<file path="src/rtl/pdh_dac_ramp.sv">
// Two-channel DAC slew stage: accepts signed setpoints, ramps each channel toward its
// target at a programmable step/tick rate, and streams both codes as offset-binary lanes.
module pdh_dac_ramp #(
    parameter int DAC_DATA_WIDTH   = 14,
    parameter int AXIS_TDATA_WIDTH = 32,
    parameter int DIV_WIDTH        = 16
) (
    input  logic                               clk,
    input  logic                               rst_ni,
    input  logic                               set_valid_i,
    output logic                               set_ready_o,
    input  logic                               set_ch_i,
    input  logic signed [DAC_DATA_WIDTH-1:0]   set_code_i,
    input  logic        [DAC_DATA_WIDTH-1:0]   step_i,
    input  logic        [DIV_WIDTH-1:0]        div_i,
    output logic        [AXIS_TDATA_WIDTH-1:0] dac_tdata_o,
    output logic                               dac_tvalid_o,
    output logic        [1:0]                  busy_o,
    output logic        [1:0]                  done_o
);

    localparam int DW     = DAC_DATA_WIDTH;
    localparam int LANE_W = AXIS_TDATA_WIDTH / 2;

    typedef enum logic {
        ST_IDLE = 1'b0,
        ST_RAMP = 1'b1
    } state_t;

    state_t                r_state [2];
    state_t                w_state_nxt [2];
    logic signed [DW-1:0]  r_cur [2];
    logic signed [DW-1:0]  r_tgt [2];
    logic signed [DW-1:0]  w_cur_nxt [2];
    logic signed [DW:0]    w_d [2];
    logic        [DW:0]    w_mag [2];
    logic        [1:0]     r_done;
    logic        [1:0]     w_done_nxt;
    logic [DIV_WIDTH-1:0]  r_cnt;
    logic                  w_tick;
    logic                  r_ready;
    logic                  r_tvalid_p0;
    logic [AXIS_TDATA_WIDTH-1:0] r_tdata_p0;

    function automatic logic [DW:0] abs_diff(input logic signed [DW:0] d);
        return (d < 0) ? $unsigned(-d) : $unsigned(d);
    endfunction

    // Offset-binary: flip the sign bit, zero-pad into the 16-bit lane.
    function automatic logic [LANE_W-1:0] to_offset_bin(input logic signed [DW-1:0] c);
        logic [DW-1:0] ob;
        ob         = c;
        ob[DW-1]   = ~ob[DW-1];
        return {{(LANE_W-DW){1'b0}}, ob};
    endfunction

    assign w_tick = (r_cnt >= div_i);

    always_comb begin
        for (int n = 0; n < 2; n++) begin
            w_state_nxt[n] = r_state[n];
            w_cur_nxt[n]   = r_cur[n];
            w_done_nxt[n]  = 1'b0;
            w_d[n]   = $signed({r_tgt[n][DW-1], r_tgt[n]}) - $signed({r_cur[n][DW-1], r_cur[n]});
            w_mag[n] = abs_diff(w_d[n]);
            case (r_state[n])
                ST_IDLE: begin
                    if (r_tgt[n] != r_cur[n]) w_state_nxt[n] = ST_RAMP;
                end
                ST_RAMP: begin
                    if (w_tick) begin
                        if (step_i == '0 || w_mag[n] <= {1'b0, step_i}) begin
                            w_cur_nxt[n]   = r_tgt[n];
                            w_done_nxt[n]  = 1'b1;
                            w_state_nxt[n] = ST_IDLE;
                        end else if (w_d[n] < 0) begin
                            w_cur_nxt[n] = r_cur[n] - $signed(step_i);
                        end else begin
                            w_cur_nxt[n] = r_cur[n] + $signed(step_i);
                        end
                    end
                end
                default: w_state_nxt[n] = ST_IDLE;
            endcase
        end
    end

    always_ff @(posedge clk) begin
        if (!rst_ni) begin
            r_cnt       <= '0;
            r_ready     <= 1'b0;
            r_done      <= '0;
            r_tvalid_p0 <= 1'b0;
            r_tdata_p0  <= {to_offset_bin('0), to_offset_bin('0)};
            for (int n = 0; n < 2; n++) begin
                r_state[n] <= ST_IDLE;
                r_cur[n]   <= '0;
                r_tgt[n]   <= '0;
            end
        end else begin
            r_cnt   <= w_tick ? '0 : r_cnt + 1'b1;
            r_ready <= 1'b1;
            r_done  <= w_done_nxt;
            for (int n = 0; n < 2; n++) begin
                r_state[n] <= w_state_nxt[n];
                r_cur[n]   <= w_cur_nxt[n];
            end
            // A same-cycle tick above still steps toward the old target.
            if (set_valid_i && r_ready) r_tgt[set_ch_i] <= set_code_i;
            // Output stage p0: one cycle behind cur.
            r_tvalid_p0 <= 1'b1;
            r_tdata_p0  <= {to_offset_bin(r_cur[1]), to_offset_bin(r_cur[0])};
        end
    end

    assign set_ready_o  = r_ready;
    assign dac_tdata_o  = r_tdata_p0;
    assign dac_tvalid_o = r_tvalid_p0;
    assign busy_o       = {r_state[1] == ST_RAMP, r_state[0] == ST_RAMP};
    assign done_o       = r_done;

endmodule

</file>
<file path="config.mk">
export PLATFORM = sky130hd
export DESIGN_NAME = pdh_dac_ramp
export DESIGN_NICKNAME = d
export VERILOG_FILES = /design/src/rtl/pdh_dac_ramp.sv
export SDC_FILE = /design/constraint.sdc
export NUM_CORES = 1
export LEC_CHECK = 0
export BUFFER_PORTS_ARGS = -buffer_cell sky130_fd_sc_hd__buf_2
export CAP_MARGIN = 15
export CORE_UTILIZATION = 30
export DETAILED_ROUTE_END_ITERATION = 8
export PLACE_DENSITY_LB_ADDON = 0.3
export SYNTH_ARGS = -nofsm -noshare
export SYNTH_HDL_FRONTEND = slang
export SYNTH_SLANG_ARGS = --single-unit
</file>
<file path="constraint.sdc">
create_clock -name clk -period 5.6 [get_ports clk]
set_clock_uncertainty 0.1 [all_clocks]
set_input_delay 0.56 -clock clk [delete_from_list [all_inputs] [get_ports clk]]
set_output_delay 0.56 -clock clk [all_outputs]
set_load 0.05 [all_outputs]
</file>
==> results by group <==
Run status
  • Status: finished clean

Synth
  • Most used DFF post-synth: dfxtp_1
  • Synth unique cells: 65
  • Avg Cell Area, Syn: 8.13 sq um
  • Post-synthesis adder-cell area fraction: 15.6%
  • Sequential cell area fraction in the yosys report: 27.4%
  • Compound-Gate Fraction of Synth Area: 18.6%
  • Synthesized area: 8700 sq um
  • Post-Synth XOR/XNOR Area: 10.4%
  • Cells after Synth: 1071
  • Synth Warn #: 0
  • Flops & latches, synth: 105
  • Post-synth EDFFs: 28
  • Synth top area share: 17.7%
  • Simple-Gate Fraction of Synth Area: 21.9%
  • Async SR Flop Fraction: 0%
  • Largest family of logic cells by synthesized area: simple AND/OR/NAND/NOR gates
  • Post-synth top area cell: dfxtp_1
  • Synth area leaders: dfxtp_1 (18%), ha_1 (15%), edfxtp_1 (9.7%)
  • Mux share of post-synthesis cell area: 0.345%

Routing
  • Mean routed wirelength per cell: 16.4 microns
  • DR pass1 iterations: 5
  • Drt total wl: 25.2 mm
  • # DRC: 0
  • Initial drt markers: 449
  • Via Count: 7656
  • Antenna-violating nets left: 0
  • Vias/cell: 5.00

Pwr
  • IR Drop Worst-Case VDD: 110 uV
  • Pwr Total: 2.07 mW
  • Leakage Power: 4.24 nW
  • PD cells: 209 nW/um^2

Clocking
  • CTS H-Tree Depth: 3
  • CTS tree: yes
  • Root Driver: clkbuf_16
  • Hold_buf cts: 0
  • Clk Latency, worst-skew pair: 370 ps
  • Post-CTS setup repair buffer count: 0
  • CTS Buf Count: 9
  • Clk sinks: 105
  • Worst-case clock buffer depth: 2
  • Clock transition at the registers of the reported paths: 80 ps

Critical path
  • Crit path capture type: flip-flop
  • Most used cell, CP: a21oi_1
  • FF-to-FF path depth: 22
  • Peak per-stage delay on the critical path: 560 ps
  • Critical path, cell by cell: inv_1 > ha_1 > inv_1 > fa_1 > nand3_1 > a21oi_1 > o41a_1 > o21a_1 > or2_1 > nor2_1 > a21oi_1 > fa_1 > a21oi_1 > o21ai_0 > a2111oi_1 > buf_4 > o31ai_1 > o41ai_1 > xor2_1 > nand2_1 > a21oi_1 > a211oi_2
  • Reg2reg start: r_tgt[1][0]$_SDFFCE_PN0P_
  • Worst Path Max Fanout: 4
  • Worst Setup Start Kind: flip-flop
  • Max stage delay cell, worst path: a2111oi_1
  • R2r endpoint: r_cur[0][26]$_SDFFE_PN0P_
  • Worst path arrival time: 5320 ps
  • Crit path kind: flip-flop to flip-flop
  • R2R Setup Slk: 430 ps
  • CP required: 5750 ps

Floorplanning
  • Starting density of the core: 30.9%
  • Die H: 172 microns
  • Core Box Area: 28200 sq um
  • Die area: 29700 sq um
  • Top Ports: 86
  • FP Rows: 61
  • Die Width: 172 microns

Timing
  • Hold Vio Cnt, Final: 0
  • RSZ-0062 raised after global routing: false
  • Max_slew headroom: 48.3%
  • Setup TNS: 0 ps
  • F_max: 193 MHz
  • Hold slack: 358 ps
  • Final setup vio count: 0
  • Period utilization: 92.4%
  • Min Clock Period, post-route: 5170 ps
  • Worst-Margin Slew: 775 ps
  • Max Slew Vio Count: 0

Layout
  • Share of layout cells above drive strength 1: 12.3%
  • Area taken by flip-flops and latches: 2380 sq um
  • Finished Core Util: 35.1%
  • Area occupied by multi-input gates: 5850 sq um
  • Fin nets: 1302
  • Layout fillers: 2979
  • Fin area: 9880 sq um
  • Area growth, synth to finish: 13.5%
  • Total inserted antenna cells: 0

Place
  • IO buf count: 81
  • Detailed placer's ending HPWL: 20.1 mm
  • Routability Congestion: 0.908
  • DP Area: 9580 sq um

Job
  • Max Cap Viol: 0

GRT
  • First-pass GRT wire length: 40.0 mm
  • Largest net degree at the start of global routing: 33
  • GRT Overall Usage: 17.6%
  • Vias in the first global route: 7418
  • Initial antenna violation count: 0
  • Total grt overflow: 0

Worst hold path
  • Min-Delay Path Class: flip-flop to flip-flop
  • WHS Endpoint: dac_tdata_o[29]$_SDFF_PN1_
  • Min-Delay Startpoint: r_cur[0][27]$_SDFFE_PN0P_
  • Hold Path Depth: 1
[worst max-delay path by stage]
stage / endpoint / start / slack, ps / cells past startpoint
after CTS: r_cur[0][12]$_SDFFE_PN0P_ / r_tgt[0][0]$_SDFFCE_PN0P_ / 270 / 23
final: r_cur[0][26]$_SDFFE_PN0P_ / r_tgt[1][0]$_SDFFCE_PN0P_ / 430 / 22
after floorplan: r_cur[0][12]$_SDFFE_PN0P_ / r_tgt[0][0]$_SDFFCE_PN0P_ / 580 / 23
after detailed placement: r_cur[0][12]$_SDFFE_PN0P_ / r_tgt[0][0]$_SDFFCE_PN0P_ / 330 / 23
after global routing: r_cur[0][26]$_SDFFE_PN0P_ / r_tgt[1][0]$_SDFFCE_PN0P_ / 60 / 22
after global placement: r_cur[0][12]$_SDFFE_PN0P_ / r_tgt[0][0]$_SDFFCE_PN0P_ / 400 / 23
[cells in the mapped netlist (5+ instances only)]
cell,number
nor2_1,114
ha_1,102
inv_1,83
nand2_1,78
dfxtp_1,77
xnor2_1,71
a21oi_1,61
nand3_1,46
nor3_1,41
o21ai_0,41
and2_1,33
xor2_1,32
clkbuf_1,29
edfxtp_1,28
a21o_1,17
o211ai_1,16
nand4_1,14
and3_1,13
or3_1,12
nand2b_1,11
nor2b_1,11
o2111ai_1,11
o21a_1,11
o31ai_1,11
a211oi_1,10
a211oi_2,9
a2111oi_0,7
o21bai_1,6
or2_2,6
a31oi_1,5
buf_4,5
[layout by cell type, fill, tap and decap left out, types with 28 or more instances in the layout]
master    count
nand2_1      78
nand3_1      46
xor2_1       32
edfxtp_1     28
and2_1       32
nor3_1       41
inv_1        83
xnor2_1      71
buf_2        81
o21ai_0      39
dfxtp_1      77
a21oi_1      60
ha_1        102
nor2_1      114
[layer usage]
metal  GRT usage (%)  wire [microns]  vias to the layer above
met3            2.98            1320                       16
met4            3.89             309                        0
met2            28.6           11200                      156
li1                -               -                     3940
met5               0               0                        -
met1            24.3           12400                     3544
[registers in the layout (all words and copies together), names as in the netlist]
name	count
r_tgt	28
r_state	2
dac_tvalid_o	1
dac_tdata_o	28
r_cnt	16
r_cur	28
done_o	2
[critical path, delay by kind of cell (launching register included)]
kind	cells	cell delay (ps)
and+or+nand+nor	4	620
DFF	1	420
xor gates and xnor gates	1	190
AOI/OAI and AO/OA	11	2410
adders and majority gates	3	990
buffers and inverters	3	330
[power by group]
| part | switching (mW) | internal, mW |
|---|---|---|
| registers | 0.0141 | 0.790 |
| clock network | 0.330 | 0.316 |
| logic | 0.370 | 0.247 |
[cells by family after synthesis]
family / after synthesis
DFF: 105
muxes: 3
buffers and inverters: 123
other: 1
adders and majority gates: 106
and+or+nand+nor: 394
xor gates and xnor gates: 103
AOI/OAI and AO/OA: 236
[cell type report]
type	instances	area share, %
multi-input cells	846	59.2
flip-flops and latches	105	24.1
repair buffers	103	5.78
well taps	378	4.79
inverters	83	3.15
clock buffers	9	2.28
clock inverters	7	0.671
[repair_timing]
action / CTS / global route
endpoints found under the setup margin: 0 / 5
gates resized for setup: 0 / 4
hold endpoints to repair: 0 / 0
[through the flow]
step / setup WS [ps] / instances
3_5_place_dp: 330 / 1515
5_1_grt: 63.7 / 1531
3_3_place_gp: 399 / 1515
2_1_floorplan: 576 / 1074
6_report: 428 / 1531
4_1_cts: 269 / 1531
No activity file was read; power rests on OpenSTA's default activity.
